<file path="src/rtl/key_bank_editor_if.sv">
// Bus bundle between key_bank_editor and its surroundings: button pulses,
// generator write port and the editor/key outputs.
interface key_bank_editor_if #(
  parameter int KEY_W  = 32,
  parameter int NKEYS  = 3,
  parameter int SLOT_W = 2,
  parameter int POS_W  = 4
);
  logic                   clr;
  logic                   lock;
  logic [SLOT_W-1:0]      sel;
  logic                   edit_p;
  logic                   next_p;
  logic                   inc_p;
  logic                   dec_p;
  logic [NKEYS-1:0]       gen_valid;
  logic [NKEYS*KEY_W-1:0] gen_key;
  logic                   typing;
  logic [POS_W-1:0]       digit;
  logic [KEY_W-1:0]       writing;
  logic [NKEYS*KEY_W-1:0] keys;
  logic                   commit_p;
  logic                   err_p;

  modport master (
    output clr, lock, sel, edit_p, next_p, inc_p, dec_p, gen_valid, gen_key,
    input  typing, digit, writing, keys, commit_p, err_p
  );

  modport slave (
    input  clr, lock, sel, edit_p, next_p, inc_p, dec_p, gen_valid, gen_key,
    output typing, digit, writing, keys, commit_p, err_p
  );
endinterface

</file>
<file path="src/rtl/key_bank_editor.sv">
// Key register bank with a decimal digit-by-digit editor and a generator write port.
// Define KEY_PRELOAD_EN to start editing from the stored key (serial binary-to-BCD load).
module key_bank_editor #(
  parameter int KEY_W  = 32,
  parameter int NDIG   = 10,
  parameter int NKEYS  = 3,
  parameter int SLOT_W = 2,
  parameter int POS_W  = 4
) (
  input logic              clk,
  input logic              rst,
  key_bank_editor_if.slave bus
);
  localparam int XW = KEY_W + 4;
  localparam logic [XW-1:0] KEY_MAX_X = {4'd0, {KEY_W{1'b1}}};

`ifdef KEY_PRELOAD_EN
  localparam int CNT_W = $clog2(KEY_W);
  typedef enum logic [1:0] {IDLE, LOAD, EDIT} state_t;
`else
  typedef enum logic [1:0] {IDLE, EDIT} state_t;
`endif

  function automatic logic [XW-1:0] pow10(input int n);
    logic [XW-1:0] r;
    r = XW'(1);
    for (int i = 0; i < NDIG; i++)
      if (i < n) r = r * XW'(10);
    return r;
  endfunction

  logic [XW-1:0] p10 [NDIG];
  for (genvar g = 0; g < NDIG; g++) begin : g_p10
    assign p10[g] = pow10(g);
  end

  state_t            state_q, state_n;
  logic [KEY_W-1:0]  keys_q [NKEYS];
  logic [KEY_W-1:0]  keys_n [NKEYS];
  logic [KEY_W-1:0]  tot_q, tot_n;
  logic [3:0]        bcd_q [NDIG];
  logic [3:0]        bcd_n [NDIG];
  logic [POS_W-1:0]  cursor_q, cursor_n;
  logic [SLOT_W-1:0] eslot_q, eslot_n;
  logic              commit_q, commit_n;
  logic              err_q, err_n;

  logic [3:0]        d;
  logic [XW-1:0]     p;
  logic [XW-1:0]     tot_x;
  logic [XW-1:0]     dp;

  assign d     = bcd_q[cursor_q];
  assign p     = p10[cursor_q];
  assign tot_x = {4'd0, tot_q};
  assign dp    = XW'(d) * p;

`ifdef KEY_PRELOAD_EN
  logic [KEY_W-1:0] bin_q, bin_n;
  logic [CNT_W-1:0] cnt_q, cnt_n;
  logic [3:0]       adj [NDIG];
  for (genvar g = 0; g < NDIG; g++) begin : g_adj
    assign adj[g] = (bcd_q[g] >= 4'd5) ? bcd_q[g] + 4'd3 : bcd_q[g];
  end
`endif

  // Generator writes first, then the editor; a gen write to the slot being edited is refused.
  always_comb begin
    state_n  = state_q;
    keys_n   = keys_q;
    tot_n    = tot_q;
    bcd_n    = bcd_q;
    cursor_n = cursor_q;
    eslot_n  = eslot_q;
    commit_n = 1'b0;
    err_n    = 1'b0;
`ifdef KEY_PRELOAD_EN
    bin_n    = bin_q;
    cnt_n    = cnt_q;
`endif

    for (int i = 0; i < NKEYS; i++) begin
      if (bus.gen_valid[i]) begin
        if (state_q != IDLE && eslot_q == SLOT_W'(i)) err_n = 1'b1;
        else keys_n[i] = bus.gen_key[i*KEY_W +: KEY_W];
      end
    end

    if (bus.clr) begin
      for (int i = 0; i < NKEYS; i++) keys_n[i] = '0;
      for (int j = 0; j < NDIG; j++) bcd_n[j] = 4'd0;
      state_n  = IDLE;
      tot_n    = '0;
      cursor_n = '0;
      err_n    = 1'b0;
    end else if (bus.lock) begin
      state_n = IDLE;
    end else begin
      case (state_q)
        IDLE: begin
          if (bus.edit_p) begin
            eslot_n  = bus.sel;
            cursor_n = '0;
            if (int'(bus.sel) >= NKEYS) begin
              err_n = 1'b1;
            end else begin
              for (int j = 0; j < NDIG; j++) bcd_n[j] = 4'd0;
              tot_n = '0;
`ifdef KEY_PRELOAD_EN
              state_n = LOAD;
              bin_n   = keys_n[bus.sel];
              cnt_n   = '0;
`else
              state_n = EDIT;
`endif
            end
          end
        end
`ifdef KEY_PRELOAD_EN
        // One shift-add-3 step per cycle, MSB first.
        LOAD: begin
          bcd_n[0] = {adj[0][2:0], bin_q[KEY_W-1]};
          for (int j = 1; j < NDIG; j++) bcd_n[j] = {adj[j][2:0], adj[j-1][3]};
          bin_n = bin_q << 1;
          cnt_n = cnt_q + CNT_W'(1);
          if (cnt_q == CNT_W'(KEY_W-1)) begin
            state_n = EDIT;
            tot_n   = keys_q[eslot_q];
          end
        end
`endif
        EDIT: begin
          if (bus.edit_p) begin
            keys_n[eslot_q] = '0;
            state_n         = IDLE;
          end else if (bus.next_p) begin
            if (cursor_q == POS_W'(NDIG-1)) begin
              keys_n[eslot_q] = tot_q;
              commit_n        = 1'b1;
              state_n         = IDLE;
            end else begin
              cursor_n = cursor_q + POS_W'(1);
            end
          end else if (bus.inc_p) begin
            if (d == 4'd9 || (tot_x + p) > KEY_MAX_X) begin
              bcd_n[cursor_q] = 4'd0;
              tot_n           = KEY_W'(tot_x - dp);
            end else begin
              bcd_n[cursor_q] = d + 4'd1;
              tot_n           = KEY_W'(tot_x + p);
            end
          end else if (bus.dec_p) begin
            if (d != 4'd0) begin
              bcd_n[cursor_q] = d - 4'd1;
              tot_n           = KEY_W'(tot_x - p);
            end else if ((tot_x + p * XW'(9)) <= KEY_MAX_X) begin
              bcd_n[cursor_q] = 4'd9;
              tot_n           = KEY_W'(tot_x + p * XW'(9));
            end else begin
              err_n = 1'b1;
            end
          end
        end
        default: state_n = IDLE;
      endcase
    end
  end

  always_ff @(posedge clk or posedge rst) begin
    if (rst) begin
      state_q  <= IDLE;
      keys_q   <= '{default: '0};
      tot_q    <= '0;
      bcd_q    <= '{default: '0};
      cursor_q <= '0;
      eslot_q  <= '0;
      commit_q <= 1'b0;
      err_q    <= 1'b0;
`ifdef KEY_PRELOAD_EN
      bin_q    <= '0;
      cnt_q    <= '0;
`endif
    end else begin
      state_q  <= state_n;
      keys_q   <= keys_n;
      tot_q    <= tot_n;
      bcd_q    <= bcd_n;
      cursor_q <= cursor_n;
      eslot_q  <= eslot_n;
      commit_q <= commit_n;
      err_q    <= err_n;
`ifdef KEY_PRELOAD_EN
      bin_q    <= bin_n;
      cnt_q    <= cnt_n;
`endif
    end
  end

  assign bus.typing   = (state_q != IDLE);
  assign bus.digit    = cursor_q;
  assign bus.writing  = tot_q;
  assign bus.commit_p = commit_q;
  assign bus.err_p    = err_q;
  for (genvar g = 0; g < NKEYS; g++) begin : g_keys
    assign bus.keys[g*KEY_W +: KEY_W] = keys_q[g];
  end
endmodule
</file>
<file path="src/flat_wrapper.sv">
// flat-port wrapper written by rule: the top's interface ports become plain ports
module key_bank_editor_flat 
#(
  parameter int KEY_W  = 32,
  parameter int NDIG   = 10,
  parameter int NKEYS  = 3,
  parameter int SLOT_W = 2,
  parameter int POS_W  = 4
)
  (clk, rst, bus_clr, bus_lock, bus_sel, bus_edit_p, bus_next_p, bus_inc_p, bus_dec_p, bus_gen_valid, bus_gen_key, bus_typing, bus_digit, bus_writing, bus_keys, bus_commit_p, bus_err_p);
  key_bank_editor_if #(.KEY_W(KEY_W), .NKEYS(NKEYS), .SLOT_W(SLOT_W), .POS_W(POS_W)) bus_i ();
  input logic clk;
  input logic rst;
  input wire logic [$bits(bus_i.clr)-1:0] bus_clr;
  input wire logic [$bits(bus_i.lock)-1:0] bus_lock;
  input wire logic [$bits(bus_i.sel)-1:0] bus_sel;
  input wire logic [$bits(bus_i.edit_p)-1:0] bus_edit_p;
  input wire logic [$bits(bus_i.next_p)-1:0] bus_next_p;
  input wire logic [$bits(bus_i.inc_p)-1:0] bus_inc_p;
  input wire logic [$bits(bus_i.dec_p)-1:0] bus_dec_p;
  input wire logic [$bits(bus_i.gen_valid)-1:0] bus_gen_valid;
  input wire logic [$bits(bus_i.gen_key)-1:0] bus_gen_key;
  output wire logic [$bits(bus_i.typing)-1:0] bus_typing;
  output wire logic [$bits(bus_i.digit)-1:0] bus_digit;
  output wire logic [$bits(bus_i.writing)-1:0] bus_writing;
  output wire logic [$bits(bus_i.keys)-1:0] bus_keys;
  output wire logic [$bits(bus_i.commit_p)-1:0] bus_commit_p;
  output wire logic [$bits(bus_i.err_p)-1:0] bus_err_p;
  assign bus_i.clr = bus_clr;
  assign bus_i.lock = bus_lock;
  assign bus_i.sel = bus_sel;
  assign bus_i.edit_p = bus_edit_p;
  assign bus_i.next_p = bus_next_p;
  assign bus_i.inc_p = bus_inc_p;
  assign bus_i.dec_p = bus_dec_p;
  assign bus_i.gen_valid = bus_gen_valid;
  assign bus_i.gen_key = bus_gen_key;
  assign bus_typing = bus_i.typing;
  assign bus_digit = bus_i.digit;
  assign bus_writing = bus_i.writing;
  assign bus_keys = bus_i.keys;
  assign bus_commit_p = bus_i.commit_p;
  assign bus_err_p = bus_i.err_p;
  key_bank_editor #(.KEY_W(KEY_W), .NDIG(NDIG), .NKEYS(NKEYS), .SLOT_W(SLOT_W), .POS_W(POS_W)) u_core (.clk(clk), .rst(rst), .bus(bus_i));
endmodule
</file>
<file path="config.mk">
export PLATFORM = sky130hd
export DESIGN_NAME = key_bank_editor_flat
export DESIGN_NICKNAME = d
export VERILOG_FILES = /design/src/rtl/key_bank_editor_if.sv /design/src/rtl/key_bank_editor.sv /design/src/flat_wrapper.sv
export SDC_FILE = /design/constraint.sdc
export NUM_CORES = 1
export LEC_CHECK = 0
export CELL_PAD_IN_SITES_DETAIL_PLACEMENT = 2
export CELL_PAD_IN_SITES_GLOBAL_PLACEMENT = 2
export CORE_MARGIN = 5
export CORE_UTILIZATION = 37
export DETAILED_ROUTE_END_ITERATION = 6
export PLACE_DENSITY_LB_ADDON = 0.1
export SETUP_SLACK_MARGIN = 0.4
export SLEW_MARGIN = 10
export SYNTH_ARGS = -nofsm -noshare
export SYNTH_HDL_FRONTEND = slang
export SYNTH_SLANG_ARGS = --single-unit
export TNS_END_PERCENT = 20
</file>
<file path="constraint.sdc">
create_clock -name clk -period 13.79 [get_ports clk]
set_input_delay 1.379 -clock clk [delete_from_list [all_inputs] [get_ports clk]]
set_output_delay 1.379 -clock clk [all_outputs]
set_load 0.05 [all_outputs]
</file>
==> summary.txt, run 1 <==
Synth
  • Avg Cell Area, Syn: 7.75 µm²
  • #FFs+latches synth: approximately 180
  • Mapped cell area: between 20000 and 25000 µm²
  • Library cells used by synthesis: 92
  • Number of flops mapped to enable cells by yosys: 0
  • Sequential cell area fraction in the yosys report: between 20% and 30%
  • Cell count after synthesis: ~2.7k
  • Async SR Flop Fraction: 100%
  • Synth Warn #: 0
  • Predominant post-synthesis flop cell: dfrtp_1

Route
  • Initial drt markers: around 1.2k
  • DRT Pass-1 Iters: 5
  • Via density per instance: 6.06
  • # DRC: 0
  • Via count: around 22k
  • Wire per inst: between 20 and 30 µm
  • Final WL: about 100 mm
  • Final ANT Viol Nets: 0

Place
  • Routability cong.: roughly 0.92
  • IO Port Bufs: about 240
  • Setup WS pre-CTS: between 5000 and 6000 ps
  • Hpwl dp: 74.2 mm
  • Placed Area: around 24000 µm²

Floorplan
  • Die height: about 250 µm
  • I/O pin cnt: about 240
  • Row cnt: 86
  • DIE WIDTH: roughly 250 µm
  • Initial Util: a little under two fifths
  • Die area: between 60000 and 70000 µm²
  • CORE AREA: 55200 µm²

Global routing
  • Overall Global Routing Usage: about a third
  • Global-route wire length before repair: ~150 mm
  • Grt total ovfl: 0
  • Initial antenna violation count: 2
  • Vias in the first global route: 23.8k
  • Largest net degree at the start of global routing: about 120

Setup path
  • CP Capture Type: flip-flop
  • Critical Path AT: 8540 ps
  • Worst path cell trace: clkinv_1, nor2_1, nand2_1, inv_1, ha_1, inv_1, fa_1, inv_1, ha_1, a2111oi_0, nor3_1, a21o_1, o211ai_2, and4_1, nor2_1, a221o_1, a31oi_4, buf_4, nand2_2, o41ai_1
  • Crit path launch type: flip-flop
  • CP max FO: 18
  • CP peak stage delay: roughly 780 ps
  • Slowest cell on crit path: nor2_1
  • Crit Path Category: flip-flop to flip-flop
  • Most frequent cell on the critical path: inv_1
  • Critical path data required time: 14210 ps

Run
  • MaxCap Viol Count: 0

Clock network
  • Longest Clk Path Bufs: 2
  • Inserted Clock Buffers: 17
  • CTS tree: built
  • CTS H-Tree Depth: 4
  • Post-CTS sizing: 0
  • Post-CTS Hold Buffers: 0
  • Clk sinks: approximately 180
  • Root buffer cell: clkbuf_16
  • Worst-path clk slew: ~90 ps
  • Number of buffers added for setup after CTS: 0
  • Clk_lat worst skew: approximately 530 ps

STA
  • Pin slew with the least headroom to its limit: 1340 ps
  • Setup Skew: between 20 and 30 ps
  • Max Clock Freq: 0.123 GHz
  • Hold Fails Final Rpt: 0
  • Pins Over Slew Limit: 0
  • Final setup viols: 0
  • Final worst slack: 5670 ps
  • Crit path time final: around 8100 ps
  • Max transition margin: under 10%
  • Period utilisation layout: between 50 and 60%
  • Final TNS setup: 0 ps
  • RSZ-0062 raised after global routing: false

Status
  • Status: complete, no violations

Final layout
  • Share of layout cells above drive strength 1: 5.22%
  • Post-Layout Inst Area: between 20000 and 25000 µm²
  • Final nets: 3183
  • Antenna diode count: 0
  • Syn-to-layout area delta: 17.8%

Hold path
  • Hold Path Class: flip-flop to flip-flop

Power
  • P_leak: 10.4 nW
  • Pwr/cell area: ~64 nW/µm²
  • Max rail drop VDD: between 100 and 150 µV
  • Total Power: 1.55 mW
[registers in the layout, summed over array words and instances (netlist names)]
| signal | flops |
|---|---|
| u_core.bus.err_p | 1 |
| u_core.bus.digit | 4 |
| u_core.bus.commit_p | 1 |
| u_core.bus.keys | 96 |
| u_core.bus.writing | 32 |
| u_core.bcd_q | 40 |
| u_core.state_q | 1 |
| u_core.eslot_q | 2 |
[critical path, delay by kind of cell (launching register included)]
family | cells | cell delay (ps)
fa+ha+maj | 3 | 1140
flops | 1 | 630
simple gates | 6 | 2210
compound gates | 6 | 2470
buf+inv | 5 | 1510
[through the flow]
stage / instances / hold WS [ps] / util (%)
after floorplan: 2665 / 461 / -
after global placement: 3532 / 478 / 42.9
after detailed placement: 3532 / 499 / 42.9
after CTS: 3564 / 519 / 44.0
after global routing: 3564 / 545 / 44.0
final: 3564 / 520 / 44.0
[per-layer routing]
metal | wire length, µm | global-route usage, % | up-vias | part of all wire, %
li1 | - | - | 9604 | -
met3 | 5190 | 4.63 | 162 | 5.3
met2 | 47100 | 54.0 | 586 | 48
met5 | 11 | 0 | - | 0.011
met1 | 41900 | 41.1 | 11235 | 43
met4 | 3120 | 10.5 | 2 | 3.2
[Yosys cell counts, types with 7 or more instances]
master	instances	area [µm²]
nand4_1	15	93.8
buf_1	7	26.3
inv_1	207	777
dfrtp_1	177	4430
nor3_1	37	185
o21bai_1	19	143
nand2b_1	26	163
ha_1	166	2080
a22o_1	13	114
or3_1	14	87.6
xor2_1	30	263
o21ai_0	116	581
clkbuf_1	130	488
and3_1	12	75.1
a221o_1	7	70.1
a31oi_1	124	776
fa_1	105	2100
and2_1	14	87.6
or2_2	7	43.8
o31ai_1	15	113
mux4_2	8	180
o22ai_1	28	175
nor2_1	237	890
a21o_1	34	255
buf_2	24	120
a211oi_1	28	210
o41ai_1	10	87.6
o2111ai_1	7	61.3
xnor2_1	80	701
o221ai_1	11	96.3
o211a_1	9	90.1
nor2b_1	19	119
mux2i_1	21	210
nand2_1	418	1570
o211ai_1	40	300
mux2_2	11	124
a221oi_1	11	96.3
a21oi_1	268	1340
nand3_1	28	140
nor3b_1	8	60.1
[placed cells by master (no fill, tap or decap), drive strengths merged, types with 8 or more instances in the layout]
cell	count
inv	212
nor2	238
fa	105
nor3	40
o211ai	42
a211oi	29
nor2b	19
clkdlybuf4s50	241
mux2	12
buf	43
o22ai	28
clkinv	9
nand4	15
mux2i	21
xnor2	80
a221oi	13
o211a	9
a22o	13
dfrtp	177
a31oi	127
o21ai	121
o221ai	11
clkbuf	19
ha	166
and2	14
nand2b	26
o31ai	15
a21o	35
or3	14
o41ai	10
nand3	28
nor3b	8
a21oi	273
and3	13
nand2	422
mux4	8
xor2	30
o21bai	19
[layout make-up]
type | count | area [µm²]
clock buffers | 19 | 443
clock inverters | 13 | 171
fillers | 6334 | 30900
inverters | 211 | 800
multi-input cells | 2112 | 14800
flip-flops and latches | 177 | 4430
well taps | 748 | 936
repair buffers | 284 | 2740
[logic make-up (layout without fill, tap and decap cells)]
kind of cell | count (synthesis) | after routing | share of synthesized area (%)
multiplexers | 41 | 41 | 2.55
adder cells (fa/ha/maj) | 271 | 271 | 20.2
flip-flops | 177 | 177 | 21.5
AO/OA/AOI/OAI | 817 | 817 | 25.5
other | 1 | 2 | 0.0182
XOR/XNOR | 110 | 110 | 4.67
AND/OR/NAND/NOR | 871 | 871 | 18.5
buffers and inverters | 376 | 527 | 7.09
[final timing paths]
check                                                 from                            endpoint  slack, ps  cells after the start
max                        u_core.bus.digit[2]$_DFFE_PP0P_  u_core.bus.writing[22]$_DFFE_PP0P_       5670                     20
min                            u_core.bcd_q[8]$_DFFE_PP0P_         u_core.bcd_q[8]$_DFFE_PP0P_        520                      2
max reg2reg                u_core.bus.digit[2]$_DFFE_PP0P_  u_core.bus.writing[22]$_DFFE_PP0P_       5670                     20
min reg2reg                    u_core.bcd_q[8]$_DFFE_PP0P_         u_core.bcd_q[8]$_DFFE_PP0P_        520                      2
max in group asynchronous                              rst   u_core.bus.writing[3]$_DFFE_PP0P_      10730                      3
min in group asynchronous                              rst       u_core.bus.keys[30]$_DFF_PP0_       1380                      2
[power by group]
part,switching [mW],leakage (nW),internal [mW]
combinational,0.285,7.70,0.160
sequential,0.0226,2.40,0.538
clock,0.270,0.298,0.279
total,0.578,10.4,0.976
Power figures use the tool's default switching activity.
==> run 2, diff against run 1 <==
CORE_UTILIZATION = 34   (was 37)
clock period = 8.15 ns   (was 13.79 ns; I/O delays follow)
==> run 2 against run 1 <==
- power increased by 66%
- setup slack got worse by 4600 ps
- register-to-register slack got worse by 4600 ps
- flip-flop and latch count unchanged
- combinational power increased by 69%
- die area increased by 8.5%
- critical path type unchanged
- largest cell class unchanged
==> summary.txt, run 2 (synthesis results as in run 1) <==
Clock network
  • Number of buffers added for setup after CTS: 0
  • Root buffer cell: clkbuf_16
  • Clk sinks: between 150 and 200
  • Worst-path clk slew: 80 ps
  • Clk_lat worst skew: about 500 ps
  • Inserted Clock Buffers: 17
  • CTS tree: built
  • Longest Clk Path Bufs: 2
  • CTS H-Tree Depth: 4
  • Post-CTS sizing: 0
  • Post-CTS Hold Buffers: 0

STA
  • Pin slew with the least headroom to its limit: around 1300 ps
  • Final worst slack: between 1000 and 1500 ps
  • Crit path time final: ~7100 ps
  • Final setup viols: 0
  • Max transition margin: around an eighth
  • Hold Fails Final Rpt: 0
  • Pins Over Slew Limit: 0
  • Max Clock Freq: roughly 0.14 GHz
  • Period utilisation layout: just under 90%
  • Final TNS setup: 0 ps
  • Setup Skew: approximately 17 ps
  • RSZ-0062 raised after global routing: false

Power
  • Clock group share of total power: 34.2%
  • Pwr/cell area: approximately 110 nW/µm²
  • Psw: between 0.9 and 1 mW
  • P_leak: around 10 nW
  • Sequential power share: 36.7%
  • Max rail drop VDD: 157 µV
  • Sw Ratio: about two fifths
  • Part of the power in combinational logic: between 20% and 30%
  • Cell Int Power: approximately 1.6 mW

Final layout
  • Final nets: roughly 3.2k
  • Share of layout cells above drive strength 1: just under 6%
  • Max FFs per register: 96
  • Fill count: a little under 7k
  • Most common cell after layout, fill and taps aside: nand2_1
  • Final Util: between 40% and 50%
  • Post-Layout Inst Area: 24500 µm²
  • Commonest non-fill, non-tap cells in the layout: nand2_1, a21oi_1, clkdlybuf4s50_1
  • Syn-to-layout area delta: 18.4%

Global routing
  • Global-route wire length before repair: approximately 150 mm
  • Initial antenna violation count: 2
  • GR Util met1: 37.4%
  • Largest net degree at the start of global routing: between 90 and 100
  • Met3 usage: under 10%
  • Vias in the first global route: 23.3k
  • GR Util met2: about half
  • Global route hottest layer: met2
  • Grt total ovfl: 0
  • Overall Global Routing Usage: approximately 29%

Hold path
  • Hold Path Class: flip-flop to flip-flop
  • Hold Startpoint: u_core.bcd_q[26]$_DFFE_PP0P_

Floorplan
  • DIE WIDTH: ~260 µm
  • Die height: between 200 and 300 µm
  • Die area: 65700 µm²
  • Row cnt: 90
  • CORE AREA: 60200 µm²
  • I/O pin cnt: roughly 240
  • Initial Util: about 34%

Run
  • MaxCap Viol Count: 0

Place
  • Setup WS pre-CTS: ~1100 ps
  • Hpwl dp: around 73 mm
  • Placed Area: 23900 µm²
  • IO Port Bufs: 243
  • Routability cong.: roughly 0.94

Setup path
  • CP Capture Type: flip-flop
  • Crit Path Category: flip-flop to flip-flop
  • Crit path launch type: flip-flop
  • CP Launch Point: u_core.bus.digit[0]$_DFFE_PP0P_
  • Reg2reg start: u_core.bus.digit[0]$_DFFE_PP0P_
  • Critical Path AT: roughly 7500 ps
  • Critical path data required time: roughly 8600 ps
  • CP max FO: 20

Route
  • DRT Pass-1 Iters: 5
  • Final WL: 96.7 mm
  • Via count: roughly 21k
  • Initial drt markers: ~1.1k
  • # DRC: 0
  • Via density per instance: 5.90
  • Final ANT Viol Nets: 0
  • Wire per inst: 26.7 µm

Status
  • Status: complete, no violations
## run 2: cell count changes in the layout (fill, tap and decap cells not counted), sizes merged
cell      previous run  this run
buf                 43        62
bufinv               2         0
clkbuf              19        17
clkinvlp             1         3
diode                0         1
inv                212       213
## run 2: cell type report
type | instances | area (µm²) | area share, %
antenna | 1 | 2.50 | 0.0102
clock buffer | 17 | 425 | 1.74
clock inverter | 14 | 144 | 0.588
inverter | 211 | 800 | 3.27
multi-input combinational | 2112 | 14800 | 60.5
sequential | 177 | 4430 | 18.1
tap | 782 | 978 | 4.00
timing repair buffer | 303 | 2880 | 11.8
## run 2: metal layers
metal | part of all wire [%] | vias to the layer above
met5 | 0 | -
met2 | 48 | 512
met1 | 44 | 11038
met4 | 3.1 | 0
met3 | 4.5 | 129
li1 | - | 9649
## run 2: through the flow
step | hold slack [ps] | total power [mW] | cells
after floorplan | 461 | 1.42 | 2665
after global placement | 477 | 1.69 | 3585
after detailed placement | 489 | 1.71 | 3585
after CTS | 508 | 2.61 | 3616
after global routing | 531 | 2.69 | 3616
final | 503 | 2.58 | 3617
## run 2: worst max-delay path, cell delays in order, from the launching register on
cell       delay [ps]
dfrtp_1           790
buf_4             330
mux2i_1           120
nor2_1            360
a221o_1           340
buf_4             310
nand2_1           120
fa_1              560
inv_1              60
fa_1              550
inv_1              60
fa_1              460
ha_1              380
nand2_1           130
nor2_1            180
o211ai_1          160
a21oi_1           430
a21oi_1           310
o21ai_0           380
a311oi_1          150
o221a_2           280
a2111oi_0         380
a221o_1           190
## run 2: power groups by stage
stage,registers (mW),logic (mW),clock network [mW]
finish,0.948,0.751,0.883
global route,0.954,0.802,0.931
CTS,0.949,0.750,0.908
detailed placement,0.966,0.745,0
global placement,0.964,0.727,0
floorplan,1.05,0.370,0
## run 2: final timing paths
| path | to | slack (ps) | cells after the start |
|---|---|---|---|
| worst max-delay path | u_core.bus.writing[30]$_DFFE_PP0P_ | 1050 | 22 |
| worst min-delay path | u_core.bcd_q[26]$_DFFE_PP0P_ | 500 | 1 |
| worst max register to register | u_core.bus.writing[30]$_DFFE_PP0P_ | 1050 | 22 |
| worst min register to register | u_core.bcd_q[26]$_DFFE_PP0P_ | 500 | 1 |
| max in group asynchronous | u_core.bus.writing[22]$_DFFE_PP0P_ | 6050 | 3 |
| min in group asynchronous | u_core.bus.keys[27]$_DFF_PP0_ | 830 | 2 |
==> run 3, diff against run 2 <==
ABC_AREA = 1   (was default)
CORE_UTILIZATION = 29   (was 34)
clock period = 5.7 ns   (was 8.15 ns; I/O delays follow)
==> run 3 against run 2 <==
- non-clock buffer count rose by 62
- critical path depth rose by 1
- flip-flop and latch count did not move
- die area rose by 35%
- wire length rose by 34%
- setup slack got worse by 430 ps
- critical path type unchanged
- register-to-register slack got worse by 430 ps
- highest routed layer is now met5
- synthesized area rose by 17%
- count of clock-buffer cells in the layout rose by 1
- global-route usage fell by 0.44 points
- critical endpoint is now u_core.bus.writing[13]$_DFFE_PP0P_
- hold slack got worse by 17 ps
==> summary.txt, run 3 <==
Status
  • Status: complete, no violations

Hold path
  • Hold Path Class: input port to flip-flop

Final layout
  • Post-Layout Inst Area: approximately 29000 µm²
  • Syn-to-layout area delta: 20.4%
  • Most common cell after layout, fill and taps aside: nand2_1
  • Final Util: between 30% and 40%
  • Max FFs per register: 96
  • Commonest non-fill, non-tap cells in the layout: nand2_1, inv_1, nand3_1
  • Share of layout cells above drive strength 1: about 8.5%
  • Filler-free cell count of the finished design: a little over 5k
  • Final nets: around 4.5k

Setup path
  • CP peak stage delay: 580 ps
  • Critical Path AT: around 5500 ps
  • Worst Path Buf+Inv: 6
  • Worst path cell trace: inv_6, buf_4, ha_1, nor2_1, buf_4, inv_1, nor2_1, fa_1, inv_1, fa_1, fa_1, ha_1, nand2_1, nor2_1, inv_1, nor2_1, nor2_1, nand2_2, xor2_1, a21oi_1, o21ai_1, nand3_1, nand2_1
  • Critical path data required time: 6140 ps
  • Most frequent cell on the critical path: nor2_1
  • CP delay by family, top: adder cells
  • Slowest cell on crit path: fa_1
  • CP Capture Type: flip-flop
  • Crit path launch type: flip-flop
  • Crit Path Category: flip-flop to flip-flop
  • CP max FO: 19

Global routing
  • Grt total ovfl: 0
  • Met3 usage: slightly below 5%
  • Global route hottest layer: met2
  • GR Util met2: approximately 47%
  • Vias in the first global route: ~29k
  • Initial antenna violation count: 12
  • Global-route wire length before repair: ~190 mm
  • Overall Global Routing Usage: 28.2%
  • GR Util met1: a little under two fifths
  • Largest net degree at the start of global routing: 94

Place
  • Routability cong.: between 0.9 and 1
  • Placed cell count: about 5.1k
  • IO Port Bufs: approximately 240
  • Hpwl dp: approximately 110 mm
  • Setup WS pre-CTS: roughly 240 ps
  • Placed Area: approximately 28000 µm²

Clock network
  • Worst-path clk slew: roughly 90 ps
  • CTS H-Tree Depth: 4
  • CTS tree: built
  • Clk_lat worst skew: 540 ps
  • Root buffer cell: clkbuf_16
  • Inserted Clock Buffers: 17
  • Clk sinks: around 180
  • Longest Clk Path Bufs: 2

STA
  • Pin slew with the least headroom to its limit: ~1200 ps
  • Period utilisation layout: just under 90%
  • Final worst slack: 620 ps
  • Pins Over Slew Limit: 0
  • Max transition margin: between 10% and 20%
  • RSZ-0062 raised after global routing: true
  • Setup Skew: 41.8 ps
  • Hold Fails Final Rpt: 0
  • Final TNS setup: 0 ps
  • Final setup viols: 0
  • Crit path time final: 5080 ps
  • Max Clock Freq: ~0.2 GHz
  • WHS: between 400 and 500 ps

Synth
  • Cell count after synthesis: 3860
  • Synth area leader: nand2_1
  • Avg Cell Area, Syn: between 6 and 7 µm²
  • Synth area leaders: nand2_1, dfrtp_1, fa_1, ha_1, inv_1
  • Number of flops mapped to enable cells by yosys: 0
  • Post-synth top cells: nand2_1, inv_1, nand3_1
  • Most numerous cell in the Yosys netlist: nand2_1
  • Predominant post-synthesis flop cell: dfrtp_1
  • Sequential cell area fraction in the yosys report: 18.4%
  • Library cells used by synthesis: 50
  • Top cell type's share of synthesized area: a little over a fifth
  • Mapped cell area: about 24000 µm²
  • Async SR Flop Fraction: 100%
  • Synth Warn #: 0
  • #FFs+latches synth: 177

Power
  • Pwr/cell area: 211 nW/µm²
  • P_leak: roughly 15 nW
  • Total Power: ~6.1 mW
  • Max rail drop VDD: ~250 µV

Run
  • MaxCap Viol Count: 0

Route
  • Via count: approximately 27k
  • DRT Pass-1 Iters: 5
  • Final WL: 129 mm
  • # DRC: 0
  • Initial drt markers: approximately 1.4k
  • Via density per instance: around 5.2
  • Wire per inst: roughly 25 µm
  • Final ANT Viol Nets: 0

Floorplan
  • Die area: 88900 µm²
  • Die height: 298 µm
  • CORE AREA: 82200 µm²
  • Row cnt: roughly 110
  • DIE WIDTH: approximately 300 µm
  • Initial Util: roughly 29%
  • I/O pin cnt: 244
run 3: changes by cell type after synthesis, sizes merged, moves of 31 or more:
cell / delta
nand2: +963
nand3: +302
inv: +294
a31oi: -122
mux2: +85
nor2: +68
xnor2: -67
clkbuf: -64
buf: +46
nand4: +31
run 3: final timing paths:
path,slack (ps),end,startpoint,cells after the start
worst max-delay path,620,u_core.bus.writing[13]$_DFFE_PP0P_,u_core.bus.digit[0]$_DFFE_PP0P_,23
worst min-delay path,490,u_core.bus.keys[21]$_DFF_PP0_,bus_clr,2
worst max register to register,620,u_core.bus.writing[13]$_DFFE_PP0P_,u_core.bus.digit[0]$_DFFE_PP0P_,23
worst min register to register,520,u_core.bcd_q[9]$_DFFE_PP0P_,u_core.bcd_q[9]$_DFFE_PP0P_,2
max in group asynchronous,3870,u_core.bus.writing[10]$_DFFE_PP0P_,rst,3
min in group asynchronous,560,u_core.bus.keys[51]$_DFF_PP0_,rst,2
run 3: cells by family (layout without fill, tap and decap cells):
logic type / count (synthesis) / in the layout / share of synthesized area (%)
compound gates: 470 / 470 / 10.5
xor+xnor: 52 / 52 / 1.89
fa+ha+maj: 271 / 271 / 17.3
buf+inv: 659 / 909 / 10.8
flops: 177 / 177 / 18.4
mux: 97 / 97 / 4.53
other cells: 1 / 10 / 0.0156
simple gates: 2133 / 2133 / 36.5
run 3: timing repair:
| action | 4_1_cts | 5_1_grt |
|---|---|---|
| pin swaps | 1 | 2 |
| gates resized for setup | 4 | 48 |
| buffers inserted | 4 | 2 |
| endpoints found under the setup margin | 10 | 65 |
| hold buffers | 0 | 0 |
run 3: worst register-to-register path, stage by stage, from the launching register on:
cell and delay, ps:
dfrtp_2 460, inv_6 170, buf_4 260, ha_1 180
nor2_1 40, buf_4 200, inv_1 190, nor2_1 100
fa_1 520, inv_1 60, fa_1 580, fa_1 430
ha_1 390, nand2_1 130, nor2_1 160, inv_1 100
nor2_1 180, nor2_1 80, nand2_2 140, xor2_1 170
a21oi_1 90, o21ai_1 210, nand3_1 120, nand2_1 80
run 3: layer usage:
metal	up-vias	share of wire [%]
met5	-	0.021
met4	4	2.9
met3	135	4.8
met2	594	46
met1	13769	46
li1	12710	-
run 3: where the power goes:
group          leakage [nW]  internal (mW)  switching (mW)
clock network         0.289          0.604           0.740
logic                  11.9           1.02            2.39
registers              2.39           1.31          0.0623
total                  14.6           2.94            3.20
run 3: layout make-up:
type / count / area (µm²)
inverters: 512 / 1930
fillers: 10180 / 53200
multi-input cells: 3025 / 17300
well taps: 1070 / 1340
diodes: 8 / 20.0
flip-flops and latches: 177 / 4430
repair buffers: 365 / 3430
clock inverters: 14 / 159
clock buffers: 18 / 439
